===== src/rtl/csi_rx_link_ctrl_if.sv =====
// Control/status bundle between the CSI_RX link supervisor and its surroundings.
// The supervisor connects through the slave modport; the controller side uses master.
interface csi_rx_link_ctrl_if;
  logic        start;
  logic        in_frame;
  logic        in_line;
  logic        cam_en;
  logic        link_reset;
  logic        link_up;
  logic        fail;
  logic [2:0]  state;
  logic [3:0]  retry_cnt;
  logic        frame_err;
  logic [15:0] frame_cnt;
  logic [11:0] lines_last;

  modport master (
    output start, in_frame, in_line,
    input  cam_en, link_reset, link_up, fail, state, retry_cnt,
           frame_err, frame_cnt, lines_last
  );

  modport slave (
    input  start, in_frame, in_line,
    output cam_en, link_reset, link_up, fail, state, retry_cnt,
           frame_err, frame_cnt, lines_last
  );
endinterface


===== src/rtl/csi_rx_link_ctrl.sv =====
// CSI_RX link supervisor: power-up/reset sequencing, frame watchdog with bounded retry.
// Define CSI_LINK_STATS_EN to build the frame_cnt / lines_last statistics counters.
module csi_rx_link_ctrl #(
  parameter int PWRUP_CYC = 1000,
  parameter int RST_CYC   = 16,
  parameter int WDOG_CYC  = 2000000,
  parameter int MAX_RETRY = 3,
  parameter int EXP_LINES = 0
) (
  input  logic               clock,
  input  logic               reset,
  csi_rx_link_ctrl_if.slave  bus
);

  typedef enum logic [2:0] {
    IDLE     = 3'd0,
    PWRUP    = 3'd1,
    LINK_RST = 3'd2,
    WAIT_SOF = 3'd3,
    STREAM   = 3'd4,
    FAIL     = 3'd5
  } state_e;

  // One shared cycle counter times power-up, link reset and the watchdog.
  localparam int CNT_MAX2 = (PWRUP_CYC > RST_CYC) ? PWRUP_CYC : RST_CYC;
  localparam int CNT_MAX  = (CNT_MAX2 > WDOG_CYC) ? CNT_MAX2 : WDOG_CYC;
  localparam int CW       = $clog2(CNT_MAX + 1);

  localparam logic [CW-1:0] PWRUP_LAST = CW'(PWRUP_CYC - 1);
  localparam logic [CW-1:0] RST_LAST   = CW'(RST_CYC - 1);
  localparam logic [CW-1:0] WDOG_LAST  = CW'(WDOG_CYC - 1);
  localparam logic [3:0]    RETRY_MAX  = 4'(MAX_RETRY);
  localparam logic [11:0]   EXP_L      = 12'(EXP_LINES);

`ifdef CSI_LINK_STATS_EN
  localparam bit LINE_CNT_EN = 1'b1;
`else
  localparam bit LINE_CNT_EN = (EXP_LINES != 0);
`endif

  // ---------------------------------------------------------------------------
  // Synchronisers and edge detectors for the byte-clock status inputs
  // ---------------------------------------------------------------------------
  logic [1:0] frame_sync_q, line_sync_q;
  logic       frame_prev_q, line_prev_q;
  logic       sof_q, eof_q, sol_q;

  // NOTE: sequential state uses non-blocking assignments so every register
  // samples the pre-edge value of its neighbours, which the shift chain relies on.
  always_ff @(posedge clock or posedge reset) begin
    if (reset) begin
      frame_sync_q <= '0;
      line_sync_q  <= '0;
      frame_prev_q <= 1'b0;
      line_prev_q  <= 1'b0;
      sof_q        <= 1'b0;
      eof_q        <= 1'b0;
      sol_q        <= 1'b0;
    end else begin
      frame_sync_q <= {frame_sync_q[0], bus.in_frame};
      line_sync_q  <= {line_sync_q[0], bus.in_line};
      frame_prev_q <= frame_sync_q[1];
      line_prev_q  <= line_sync_q[1];
      sof_q        <= frame_sync_q[1] & ~frame_prev_q;
      eof_q        <= ~frame_sync_q[1] & frame_prev_q;
      sol_q        <= line_sync_q[1] & ~line_prev_q;
    end
  end

  // ---------------------------------------------------------------------------
  // Sequencer
  // ---------------------------------------------------------------------------
  state_e          state_q, state_d;
  logic [CW-1:0]   cnt_q, cnt_d;
  logic [3:0]      retry_q, retry_d;
  logic            retry;

  // NOTE: every signal assigned here gets a default first so no latch is inferred.
  always_comb begin
    state_d = state_q;
    retry_d = retry_q;
    retry   = 1'b0;

    unique case (state_q)
      IDLE: begin
        if (bus.start) begin
          state_d = PWRUP;
          retry_d = '0;
        end
      end
      PWRUP:    if (cnt_q == PWRUP_LAST) state_d = LINK_RST;
      LINK_RST: if (cnt_q == RST_LAST)   state_d = WAIT_SOF;
      WAIT_SOF: begin
        if (sof_q)                   state_d = STREAM;
        else if (cnt_q == WDOG_LAST) retry   = 1'b1;
      end
      STREAM:   if (!sof_q && cnt_q == WDOG_LAST) retry = 1'b1;
      FAIL:     state_d = FAIL;
      default:  state_d = IDLE;
    endcase

    if (retry) begin
      if (MAX_RETRY != 0 && retry_q == RETRY_MAX) begin
        state_d = FAIL;
      end else begin
        state_d = LINK_RST;
        if (retry_q != 4'hF) retry_d = retry_q + 4'd1;
      end
    end

    // Shutdown overrides every other transition, including sof and expiry.
    if (!bus.start) state_d = IDLE;

    cnt_d = cnt_q;
    if (state_d != state_q || (state_q == STREAM && sof_q))
      cnt_d = '0;
    else if (state_q inside {PWRUP, LINK_RST, WAIT_SOF, STREAM})
      cnt_d = cnt_q + CW'(1);
  end

  // ---------------------------------------------------------------------------
  // Line counting and frame-end checks
  // ---------------------------------------------------------------------------
  logic [11:0] line_cnt_q, line_cnt_d, lines_now;
  logic        seen_sof_q, seen_sof_d;
  logic        frame_end;
  logic        frame_err_d;

  always_comb begin
    lines_now   = (sol_q && line_cnt_q != 12'hFFF) ? line_cnt_q + 12'd1 : line_cnt_q;
    line_cnt_d  = sof_q ? {11'd0, sol_q} : lines_now;
    seen_sof_d  = (state_d == STREAM) && (seen_sof_q || sof_q);
    frame_end   = eof_q && (state_q == STREAM) && seen_sof_q;
    frame_err_d = frame_end && (EXP_LINES != 0) && (lines_now != EXP_L);
  end

  if (LINE_CNT_EN) begin : g_line_cnt
    always_ff @(posedge clock or posedge reset) begin
      if (reset) line_cnt_q <= '0;
      else       line_cnt_q <= line_cnt_d;
    end
  end else begin : g_no_line_cnt
    assign line_cnt_q = '0;
  end

  // Outputs are decoded from the next state and registered alongside it.
  logic cam_en_q, link_reset_q, link_up_q, fail_q, frame_err_q;

  always_ff @(posedge clock or posedge reset) begin
    if (reset) begin
      state_q      <= IDLE;
      cnt_q        <= '0;
      retry_q      <= '0;
      seen_sof_q   <= 1'b0;
      cam_en_q     <= 1'b0;
      link_reset_q <= 1'b1;
      link_up_q    <= 1'b0;
      fail_q       <= 1'b0;
      frame_err_q  <= 1'b0;
    end else begin
      state_q      <= state_d;
      cnt_q        <= cnt_d;
      retry_q      <= retry_d;
      seen_sof_q   <= seen_sof_d;
      cam_en_q     <= state_d inside {PWRUP, LINK_RST, WAIT_SOF, STREAM};
      link_reset_q <= !(state_d inside {WAIT_SOF, STREAM});
      link_up_q    <= (state_d == STREAM);
      fail_q       <= (state_d == FAIL);
      frame_err_q  <= frame_err_d;
    end
  end

`ifdef CSI_LINK_STATS_EN
  logic [15:0] frame_cnt_q, frame_cnt_d;
  logic [11:0] lines_last_q, lines_last_d;

  always_comb begin
    frame_cnt_d  = frame_cnt_q;
    lines_last_d = lines_last_q;
    if (frame_end) begin
      frame_cnt_d  = frame_cnt_q + 16'd1;
      lines_last_d = lines_now;
    end
    if (state_d != STREAM) frame_cnt_d = '0;
  end

  always_ff @(posedge clock or posedge reset) begin
    if (reset) begin
      frame_cnt_q  <= '0;
      lines_last_q <= '0;
    end else begin
      frame_cnt_q  <= frame_cnt_d;
      lines_last_q <= lines_last_d;
    end
  end

  assign bus.frame_cnt  = frame_cnt_q;
  assign bus.lines_last = lines_last_q;
`else
  assign bus.frame_cnt  = '0;
  assign bus.lines_last = '0;
`endif

  assign bus.cam_en     = cam_en_q;
  assign bus.link_reset = link_reset_q;
  assign bus.link_up    = link_up_q;
  assign bus.fail       = fail_q;
  assign bus.state      = state_q;
  assign bus.retry_cnt  = retry_q;
  assign bus.frame_err  = frame_err_q;

endmodule


===== src/flat_wrapper.sv =====
// flat-port wrapper written by rule: the top's interface ports become plain ports
module csi_rx_link_ctrl_flat 
#(
  parameter int PWRUP_CYC = 1000,
  parameter int RST_CYC   = 16,
  parameter int WDOG_CYC  = 2000000,
  parameter int MAX_RETRY = 3,
  parameter int EXP_LINES = 0
)
  (clock, reset, bus_start, bus_in_frame, bus_in_line, bus_cam_en, bus_link_reset, bus_link_up, bus_fail, bus_state, bus_retry_cnt, bus_frame_err, bus_frame_cnt, bus_lines_last);
  csi_rx_link_ctrl_if bus_i ();
  input  logic clock;
  input  logic reset;
  input wire logic [$bits(bus_i.start)-1:0] bus_start;
  input wire logic [$bits(bus_i.in_frame)-1:0] bus_in_frame;
  input wire logic [$bits(bus_i.in_line)-1:0] bus_in_line;
  output wire logic [$bits(bus_i.cam_en)-1:0] bus_cam_en;
  output wire logic [$bits(bus_i.link_reset)-1:0] bus_link_reset;
  output wire logic [$bits(bus_i.link_up)-1:0] bus_link_up;
  output wire logic [$bits(bus_i.fail)-1:0] bus_fail;
  output wire logic [$bits(bus_i.state)-1:0] bus_state;
  output wire logic [$bits(bus_i.retry_cnt)-1:0] bus_retry_cnt;
  output wire logic [$bits(bus_i.frame_err)-1:0] bus_frame_err;
  output wire logic [$bits(bus_i.frame_cnt)-1:0] bus_frame_cnt;
  output wire logic [$bits(bus_i.lines_last)-1:0] bus_lines_last;
  assign bus_i.start = bus_start;
  assign bus_i.in_frame = bus_in_frame;
  assign bus_i.in_line = bus_in_line;
  assign bus_cam_en = bus_i.cam_en;
  assign bus_link_reset = bus_i.link_reset;
  assign bus_link_up = bus_i.link_up;
  assign bus_fail = bus_i.fail;
  assign bus_state = bus_i.state;
  assign bus_retry_cnt = bus_i.retry_cnt;
  assign bus_frame_err = bus_i.frame_err;
  assign bus_frame_cnt = bus_i.frame_cnt;
  assign bus_lines_last = bus_i.lines_last;
  csi_rx_link_ctrl #(.PWRUP_CYC(PWRUP_CYC), .RST_CYC(RST_CYC), .WDOG_CYC(WDOG_CYC), .MAX_RETRY(MAX_RETRY), .EXP_LINES(EXP_LINES)) u_core (.clock(clock), .reset(reset), .bus(bus_i));
endmodule

===== config.mk =====
export PLATFORM = sky130hd
export DESIGN_NAME = csi_rx_link_ctrl_flat
export DESIGN_NICKNAME = d
export VERILOG_FILES = /design/src/rtl/csi_rx_link_ctrl_if.sv /design/src/rtl/csi_rx_link_ctrl.sv /design/src/flat_wrapper.sv
export SDC_FILE = /design/constraint.sdc
export NUM_CORES = 1
export LEC_CHECK = 0
export ABC_CLOCK_PERIOD_IN_PS = 2700
export CAP_MARGIN = 20
export CORE_ASPECT_RATIO = 0.8
export CORE_MARGIN = 3
export CORE_UTILIZATION = 45
export DETAILED_ROUTE_END_ITERATION = 7
export DONT_BUFFER_PORTS = 1
export PLACE_DENSITY = 0.64
export SKIP_CTS_REPAIR_TIMING = 1
export SLEW_MARGIN = 40
export SYNTH_ARGS = -nofsm -noshare
export SYNTH_HDL_FRONTEND = slang
export SYNTH_SLANG_ARGS = --single-unit

===== constraint.sdc =====
create_clock -name clock -period 2.7 [get_ports clock]
set_input_delay 0.405 -clock clock [delete_from_list [all_inputs] [get_ports clock]]
set_output_delay 0.405 -clock clock [all_outputs]
set_load 0.05 [all_outputs]

==> impl_metrics.tcl <==
set metrics [dict create \
    portBuffers 0 \
    syn_to_final_growth_pct 6.43 \
    clk_pin_slew_ns 0.08 \
    grt_pass1_vias 1675 \
    viasPerCell 5.36 \
    grt_usage_pct 16.4 \
    wire_per_inst_um 14.3 \
    yosys_warnings 0 \
    async_flop_share_pct 100 \
    worstRegToRegCells 7 \
    cts.path.max_buffers 2 \
    final_util_pct 50.4 \
    first_pass_iters 4 \
    slowest_stage "or4_4" \
    syn_inst 257 \
    finalSetupViolations 0 \
    clkLatencyLatePin_ns 0.30 \
    synth_cell_types 51 \
    fp.dieArea_um2 6280 \
    critPathMaxFanout 21 \
    fp.dieH_um 71.5 \
    nets 278 \
    drv_cap 0 \
    ant_nets 0 \
    synth-edff-count 0 \
    post_dp_cell_area_um2 2490 \
    finalHoldViolCount 0 \
    vias 1790 \
    slowest_delay_ns 0.57 \
    drc 0 \
    gp_congestion 0.821 \
    required_ns 2.91 \
    p_per_area_nw_per_um2 441 \
    finClkSkew_ns 0.0131 \
    setup_slack_ns 0.183 \
    critPathKind "reg -> reg" \
    ios 45 \
    p_leak_nw 1.12 \
    fmax_ghz 0.397 \
    die_x_um 87.9 \
    cts-root-buf "clkbuf_8" \
    preCtsSetupSlack_ns 0.184 \
    period_minus_slack_ns 2.52 \
    grt_max_degree 37 \
    r2r_setup_slack_ns 0.18 \
    synth_seq_cells 36 \
    crit_path_end_kind "flip-flop" \
    gr-total-overflow 0 \
    drt_iter0_drc 120 \
    drv_slew 0 \
    hold_path_class "in -> async" \
    multi_input_area_um2 1310 \
    antenna_cells 0 \
    seqCellArea_um2 902 \
    synth_area_um2 2410 \
    design_area_um2 2570 \
    cts-htree-levels 2 \
    startpoint_type "flip-flop" \
    cpMostUsedCell "nor3_1" \
    rsz0062_at_grt "no" \
    ys.flop_type "dfrtp_1" \
    initial_core_util_pct 47.4 \
    place_hpwl_um 3450 \
    r2r-start "u_core.cnt_q[12]" \
    rows 23 \
    clock_sinks 36 \
    finalSetupTns_ns 0 \
    grt_pass1_wl_um 7990 \
    crit_arrival_ns 2.73 \
    antenna_found_initial 0 \
    finalCritPeriodShare_pct 93.2 \
    cts_tree "yes" \
    post_route_cells_drive_above_1_share_pct 19.1 \
    coreArea_um2 5090 \
    regToRegEndpoint "u_core.cnt_q[14]" \
    status "completed" \
    numCtsBuffers 5 \
    wl_um 4770 \
    fill_cells 476 \
    syn_avg_cell_area_um2 9.39 \
    peakVddDrop_uv 237 \
    crit_chain "or3_1, or4_4, o41ai_2, nor3_1, a211o_1, buf_12, nor3_1" \
    synth-seq-area-share_pct 37.4 \
]
-- metal layers --
metal	part of all wire, %	wire length, µm	GRT usage, %
met1	51	2440	24.5
met2	42	2000	22.5
met3	5.7	272	5.17
met4	1.1	53	4.60
met5	0	0	0
-- Yosys cell counts, types with 2 or more instances --
cell type | n | area [µm²]
xor2_1 | 4 | 35.0
buf_6 | 2 | 22.5
mux2i_1 | 2 | 20.0
o21ai_0 | 5 | 25.0
nand4b_1 | 2 | 17.5
nor3b_1 | 2 | 15.0
or3_1 | 3 | 18.8
nor2_1 | 12 | 45.0
buf_4 | 29 | 218
xnor2_1 | 18 | 158
and3_1 | 3 | 18.8
o31ai_1 | 3 | 22.5
a211o_1 | 2 | 17.5
nand2_1 | 18 | 67.6
clkbuf_1 | 6 | 22.5
or4_1 | 3 | 22.5
dfrtp_1 | 35 | 876
nor2b_1 | 4 | 25.0
nand2b_1 | 3 | 18.8
nor3_2 | 20 | 200
a31oi_1 | 4 | 25.0
nand4_1 | 4 | 25.0
or3b_1 | 2 | 17.5
a21oi_1 | 5 | 25.0
nor4_1 | 7 | 43.8
nand3_1 | 11 | 55.1
ha_1 | 2 | 25.0
nor3_1 | 12 | 60.1
inv_1 | 10 | 37.5
buf_2 | 2 | 10.0
a41oi_1 | 2 | 17.5
-- area by class of cell --
| type | count | area share, % |
|---|---|---|
| Multi-Input combinational cell | 200 | 51.0 |
| Tap cell | 62 | 3.02 |
| Clock buffer | 7 | 2.97 |
| Inverter | 10 | 1.46 |
| Timing Repair Buffer | 18 | 6.23 |
| Clock inverter | 1 | 0.195 |
| Sequential cell | 36 | 35.1 |
-- registers in the layout, indices dropped and copies added, names as in the netlist --
| signal | cells |
|---|---|
| u_core.bus.cam_en | 1 |
| u_core.bus.fail | 1 |
| u_core.bus.link_reset | 1 |
| u_core.bus.link_up | 1 |
| u_core.bus.retry_cnt | 4 |
| u_core.bus.state | 3 |
| u_core.cnt_q | 21 |
| u_core.frame_prev_q | 1 |
| u_core.frame_sync_q | 2 |
| u_core.sof_q | 1 |
-- how the worst max path moves through the flow --
stage,start,endpoint,slack [ns],depth (start not counted)
detailed placement,u_core.cnt_q[13],u_core.cnt_q[14],0.18,7
global route,u_core.cnt_q[7],u_core.cnt_q[14],0.01,7
global placement,u_core.cnt_q[7],u_core.cnt_q[14],0.19,7
floorplan,u_core.bus.state[1],u_core.cnt_q[20],0.21,8
finish,u_core.cnt_q[12],u_core.cnt_q[14],0.18,7
CTS,u_core.cnt_q[13],u_core.cnt_q[14],0.17,7
-- power by group --
group	switching (mW)	internal (mW)
Combinational	0.155	0.0396
Clock	0.190	0.181
Sequential	0.0142	0.553
Total	0.359	0.774
-- cell usage in the layout (no fill, tap or decap), types with 3 or more instances in the layout --
| cell | Yosys | final |
|---|---|---|
| nand2b_1 | 3 | 3 |
| a31oi_1 | 4 | 4 |
| nand3_1 | 11 | 11 |
| nand4_1 | 4 | 4 |
| nor2b_1 | 4 | 4 |
| dfrtp_1 | 35 | 35 |
| or3_1 | 3 | 3 |
| nor2_1 | 12 | 12 |
| clkbuf_8 | 0 | 5 |
| nor4_1 | 7 | 7 |
| o31ai_1 | 3 | 3 |
| xor2_1 | 4 | 4 |
| buf_4 | 29 | 16 |
| xnor2_1 | 18 | 18 |
| and3_1 | 3 | 3 |
| a21oi_1 | 5 | 4 |
| nor3_2 | 20 | 20 |
| nand2_1 | 18 | 18 |
| conb_1 | 1 | 29 |
| o21ai_0 | 5 | 5 |
| or4_1 | 3 | 3 |
| inv_1 | 10 | 10 |
| nor3_1 | 12 | 12 |
-- cells by family (layout without fill, tap and decap cells) --
| kind of cell | Yosys count | count (layout) | synth area share (%) |
|---|---|---|---|
| AND/OR/NAND/NOR | 112 | 112 | 29.4 |
| buffers and inverters | 49 | 36 | 12.9 |
| flip-flops | 36 | 36 | 37.4 |
| AO/OA/AOI/OAI | 32 | 32 | 9.69 |
| XOR/XNOR | 23 | 23 | 8.66 |
| adder cells (fa/ha/maj) | 2 | 2 | 1.04 |
| multiplexers | 2 | 2 | 0.829 |
| other | 1 | 29 | 0.155 |
-- through the flow --
step | cells | hold slack [ns] | power, mW
after floorplan | 285 | 0.331 | 0.780
after global placement | 326 | 0.332 | 0.770
after detailed placement | 326 | 0.336 | 0.774
after CTS | 334 | 0.120 | 1.15
after global routing | 334 | 0.122 | 1.19
final | 334 | 0.104 | 1.13
-- worst max-delay path, delay by kind of cell, from the launching register on --
kind | cells | cell delay, ns
AOI/OAI and AO/OA | 2 | 0.61
DFF | 1 | 0.41
buffers and inverters | 1 | 0.18
and+or+nand+nor | 4 | 1.22
Note: power is estimated with default switching activity, not from simulation.
